File: config.mk
export PLATFORM = sky130hd
export DESIGN_NAME = adc_sample_buffer
export DESIGN_NICKNAME = d
export VERILOG_FILES = /design/src/rtl/adc_pkg.sv /design/src/rtl/adc_buf_mem.sv /design/src/rtl/adc_sample_buffer.sv
export SDC_FILE = /design/constraint.sdc
export NUM_CORES = 1
export LEC_CHECK = 0
export CAP_MARGIN = 5
export CORE_MARGIN = 2
export CORE_UTILIZATION = 60
export CTS_CLUSTER_SIZE = 16
export DETAILED_ROUTE_END_ITERATION = 10
export PLACE_DENSITY = 0.79
export SETUP_SLACK_MARGIN = 0.5
export SLEW_MARGIN = 20
export SYNTH_ARGS = -nofsm -noshare
export SYNTH_HDL_FRONTEND = slang
export SYNTH_SLANG_ARGS = --single-unit
File: constraint.sdc
create_clock -name clk -period 3.1 [get_ports clk]
set_input_delay 0.62 -clock clk [delete_from_list [all_inputs] [get_ports clk]]
set_output_delay 0.62 -clock clk [all_outputs]
set_load 0.01 [all_outputs]
File: src/rtl/adc_pkg.sv
// Shared constants for the ADC sample buffer slice.
package adc_pkg;

   localparam int unsigned ADC_DATA_W    = 12;
   localparam int unsigned ADC_BUF_DEPTH = 16;
   localparam logic [ADC_DATA_W-1:0] ADC_MIDSCALE = 12'h800;

endpackage

File: src/rtl/adc_buf_mem.sv
// Simple dual-port sample storage: one write port, one registered read port.
module adc_buf_mem
   import adc_pkg::*;
#(
   parameter  int unsigned DATA_W = ADC_DATA_W,
   parameter  int unsigned DEPTH  = ADC_BUF_DEPTH,
   localparam int unsigned AW     = $clog2(DEPTH)
) (
   input  logic              clk,
   input  logic              rst,
   input  logic              we_i,
   input  logic [AW-1:0]     waddr_i,
   input  logic [DATA_W-1:0] wdata_i,
   input  logic              re_i,
   input  logic [AW-1:0]     raddr_i,
   output logic [DATA_W-1:0] rdata_o
);

   logic [DATA_W-1:0] mem_q [DEPTH];
   logic [DATA_W-1:0] rdata_q;

   always_ff @(posedge clk) begin
      if (we_i) begin
         mem_q[waddr_i] <= wdata_i;
      end
   end

   // Read register holds its last value when no pop is requested.
   always_ff @(posedge clk or posedge rst) begin
      if (rst) begin
         rdata_q <= '0;
      end else if (re_i) begin
         rdata_q <= mem_q[raddr_i];
      end
   end

   assign rdata_o = rdata_q;

endmodule

File: src/rtl/adc_sample_buffer.sv
// Queues ADC capture results, one write per rising edge of out_ready.
// ADC_BUF_SIGNED_EN: store samples as two's complement instead of offset binary.
module adc_sample_buffer
   import adc_pkg::*;
#(
   parameter  int unsigned DATA_W = ADC_DATA_W,
   parameter  int unsigned DEPTH  = ADC_BUF_DEPTH,
   localparam int unsigned AW     = $clog2(DEPTH)
) (
   input  logic              clk,
   input  logic              rst,
   input  logic [DATA_W-1:0] adc_out,
   input  logic              out_ready,
   input  logic              rd_en,
   output logic [DATA_W-1:0] rd_data,
   output logic              rd_valid,
   output logic [AW:0]       count,
   output logic              full,
   output logic              empty,
   output logic              overflow,
   input  logic              clr_ovf
);

   logic              rdy_q;
   logic [AW-1:0]     wr_ptr_q, wr_ptr_d;
   logic [AW-1:0]     rd_ptr_q, rd_ptr_d;
   logic [AW:0]       count_q, count_d;
   logic              full_q, empty_q, ovf_q, ovf_d, rd_valid_q;
   logic              wr_evt, do_wr, do_rd, drop;
   logic [DATA_W-1:0] wdata;

`ifdef ADC_BUF_SIGNED_EN
   assign wdata = {~adc_out[DATA_W-1], adc_out[DATA_W-2:0]};
`else
   assign wdata = adc_out;
`endif

   // A full FIFO still accepts a write when the same cycle frees a slot.
   always_comb begin
      wr_evt   = out_ready & ~rdy_q;
      do_rd    = rd_en & ~empty_q;
      do_wr    = wr_evt & (~full_q | do_rd);
      drop     = wr_evt & full_q & ~do_rd;
      wr_ptr_d = do_wr ? wr_ptr_q + AW'(1) : wr_ptr_q;
      rd_ptr_d = do_rd ? rd_ptr_q + AW'(1) : rd_ptr_q;
      count_d  = count_q + (AW+1)'(do_wr) - (AW+1)'(do_rd);
      ovf_d    = ovf_q;
      if (drop) begin
         ovf_d = 1'b1;
      end else if (clr_ovf) begin
         ovf_d = 1'b0;
      end
   end

   // rdy_q resets high so a flag already asserted at release is not a new conversion.
   always_ff @(posedge clk or posedge rst) begin
      if (rst) begin
         rdy_q      <= 1'b1;
         wr_ptr_q   <= '0;
         rd_ptr_q   <= '0;
         count_q    <= '0;
         full_q     <= 1'b0;
         empty_q    <= 1'b1;
         ovf_q      <= 1'b0;
         rd_valid_q <= 1'b0;
      end else begin
         rdy_q      <= out_ready;
         wr_ptr_q   <= wr_ptr_d;
         rd_ptr_q   <= rd_ptr_d;
         count_q    <= count_d;
         full_q     <= (count_d == (AW+1)'(DEPTH));
         empty_q    <= (count_d == '0);
         ovf_q      <= ovf_d;
         rd_valid_q <= do_rd;
      end
   end

   adc_buf_mem #(
      .DATA_W (DATA_W),
      .DEPTH  (DEPTH)
   ) u_mem (
      .clk     (clk),
      .rst     (rst),
      .we_i    (do_wr),
      .waddr_i (wr_ptr_q),
      .wdata_i (wdata),
      .re_i    (do_rd),
      .raddr_i (rd_ptr_q),
      .rdata_o (rd_data)
   );

   assign rd_valid = rd_valid_q;
   assign count    = count_q;
   assign full     = full_q;
   assign empty    = empty_q;
   assign overflow = ovf_q;

endmodule

==> results_dict.tcl <==
set metrics [dict create \
    final_nets 569 \
    synth.distinct_cells 42 \
    synth_common_cells "edfxtp_1, mux2i_1, dfrtp_1" \
    ant_nets 0 \
    drv_cap 0 \
    cts.sink_count 222 \
    setup_viol 0 \
    synth.most_common_cell "edfxtp_1" \
    antenna_found_initial 0 \
    core_area_sq_um 14420 \
    diodes 0 \
    drt-wirelength-per-cell_um 22.51 \
    min_period_ns 2.470 \
    drive_gt1_share_pct 24.06 \
    drt-initial-drc-count 373 \
    async_flop_share_pct 13.51 \
    firstDrtPassIters 5 \
    drcViolationCount 0 \
    critPathKind "reg2reg" \
    syn_inst 466 \
    synth_top_area_share_pct 65.39 \
    cpMaxStageDelayCell "dfstp_2" \
    synth_edf_count 192 \
    ir_drop_uv 676.5 \
    rsz0062_at_grt "false" \
    die_width_um 125.2 \
    io_pins 38 \
    cp_max_fo 3 \
    cp.arrival_ns 2.87 \
    vias 4453 \
    synth-main-ff-cell "edfxtp_1" \
    die_area_sq_um 15680 \
    finalCritPeriodShare_pct 79.68 \
    slowest_delay_ns 0.53 \
    start_kind "flop" \
    clock.fmax_mhz 404.9 \
    final_util_pct 72.31 \
    grt-ovfl-total 0 \
    holdCritPathClass "in2reg" \
    io_buffers 37 \
    grt_max_degree 33 \
    syn_to_final_growth_pct 18.29 \
    yosysSeqAreaShare_pct 73.93 \
    yosys_warnings 0 \
    tns_ns 0 \
    synthesis.nets 494 \
    cts-htree-levels 1 \
    clk_pin_slew_ns 0.06 \
    cp_cell_sequence "nand2b_4, buf_6, inv_2, ha_4, inv_1, ha_2, inv_2, fa_2, inv_2, or3_4, nor4_2" \
    layout.cells.non_filler 741 \
    grt_pass1_vias 4610 \
    synth_seq_cells 222 \
    cts_root_buffer "clkbuf_16" \
    tritoncts "done" \
    crit_top_cell "inv_2" \
    dp_cells 698 \
    fin_skew_ns 0.007196 \
    crit_start "empty" \
    track_usage_pct 21.76 \
    reg2reg_to "full" \
    slew_viol_final 0 \
    synth_largest_area_cell "edfxtp_1" \
    cts_buffers 22 \
    hold_viol 0 \
    clk_path_buf_depth 3 \
    critPathCaptureType "flop" \
    via_per_inst 6.009 \
    synth_area_sq_um 8817 \
    n_fill_cell 855 \
    avgSynthCellArea_sq_um 18.92 \
    slew_headroom_pct 37.87 \
    power.leakage_nw 3.704 \
    initial_core_util_pct 61.13 \
    r2r_slack_ns 0.63 \
    place.gp.congestion 0.8175 \
    crit-reg2reg-launch "empty" \
    die_h_um 125.2 \
    worst_pin_slew_ns 0.9320 \
    grt_pass1_wl_um 25990 \
    required_ns 3.50 \
    placementRows 44 \
    clk_latency_ns 0.50 \
    crit_path_end "full" \
    hpwl_um 10570 \
    reg2regPathDepth 11 \
    wl_um 16680 \
    yosys-top-cells-area "edfxtp_1, dfrtp_1, mux4_2" \
    p_per_area_nw_per_um2 927.4 \
    status "completed" \
]
## how the worst min path moves through the flow
| stage | to | start | depth (start not counted) | slack, ns |
|---|---|---|---|---|
| detailed placement | rd_ptr_q[3] | rd_ptr_q[3] | 1 | 0.48 |
| global route | rdy_q | out_ready | 2 | 0.48 |
| global placement | u_mem.rdata_o[10] | u_mem.rdata_o[10] | 1 | 0.47 |
| finish | rdy_q | out_ready | 2 | 0.48 |
| CTS | rdy_q | out_ready | 2 | 0.48 |
| floorplan | rd_ptr_q[3] | rd_ptr_q[3] | 1 | 0.46 |
## timing repair
item                       in CTS  in global routing
hold buffers                    0                  0
setup endpoints to repair       2                  1
buffers inserted                2                  1
pin swaps                       4                  1
resized for setup               9                  1
## per-layer routing
metal  share of wire [%]  routed length (um)  track usage [%]
met1                  41                6815            29.45
met2                  51                8501            37.18
met3                 5.8                 974            3.552
met4                 2.3                 385            6.405
met5                   0                   0                0
## critical path: cells and delay by family, from the launching register on
family                   cells  cell delay, ns
adder cells (fa/ha/maj)      3            0.89
AND/OR/NAND/NOR              3            0.68
flip-flops                   1            0.53
buffers and inverters        5            0.27
## layout make-up
type                            instances  area [sq um]  share of cell area, %
Tap cell                              184         230.2                  2.207
Timing Repair Buffer                   74         661.9                  6.346
Sequential cell                       222          6524                  62.55
Multi-Input combinational cell        207          2166                  20.77
Inverter                               14         52.55                 0.5038
Clock buffer                           26         596.8                  5.722
Clock inverter                         14         198.9                  1.907
## flip-flops by register name, summed over array words and instances (netlist names)
name           flops
count              5
rdy_q              1
u_mem.rdata_o     12
rd_ptr_q           4
full               1
u_mem.mem_q      192
wr_ptr_q           4
overflow           1
empty              1
rd_valid           1
## cells by family (layout without fill, tap and decap cells)
group / after synthesis / after routing / synth area share [%]
multiplexers: 80 / 80 / 14.05
flip-flops: 222 / 222 / 73.93
adder cells (fa/ha/maj): 11 / 11 / 1.646
XOR/XNOR: 9 / 9 / 0.8940
AO/OA/AOI/OAI: 42 / 42 / 3.746
AND/OR/NAND/NOR: 65 / 65 / 3.434
buffers and inverters: 37 / 128 / 2.299
## power breakdown
group	internal (mW)	switching (mW)	leakage, nW	total (mW)
logic	1.49	1.28	1.23	2.77
registers	3.59	0.457	2.08	4.05
clock network	1.79	1.07	0.391	2.86
total	6.87	2.81	3.70	9.67
## cells in the final DEF, fill, tap and decap left out, types with 4 or more instances in the layout
master / instances
clkdlybuf4s50_1: 35
nand2b_1: 6
mux4_1: 6
mux2_4: 8
ha_1: 8
o22ai_1: 17
nor3_1: 8
bufinv_16: 5
dfrtp_1: 26
xnor2_1: 8
inv_1: 10
nand2_1: 13
clkinv_2: 5
mux2i_1: 42
nor3_2: 4
edfxtp_1: 192
nor2_1: 23
o22ai_2: 8
mux4_2: 24
buf_4: 35
clkbuf_16: 23
inv_2: 4
## per-stage QoR
stage / power (mW) / hold WS [ns] / setup slack, ns / cell area (sq um)
3_3_place_gp: 6.668 / 0.4715 / -0.02955 / 9578
4_1_cts: 9.736 / 0.4834 / 0.5376 / 10420
5_1_grt: 10.10 / 0.4831 / 0.5358 / 10430
6_report: 9.673 / 0.4834 / 0.6301 / 10430
3_5_place_dp: 6.782 / 0.4796 / -0.2204 / 9578
2_1_floorplan: 5.927 / 0.4582 / 0.3601 / 8843
(Power assumes the default switching activity.)
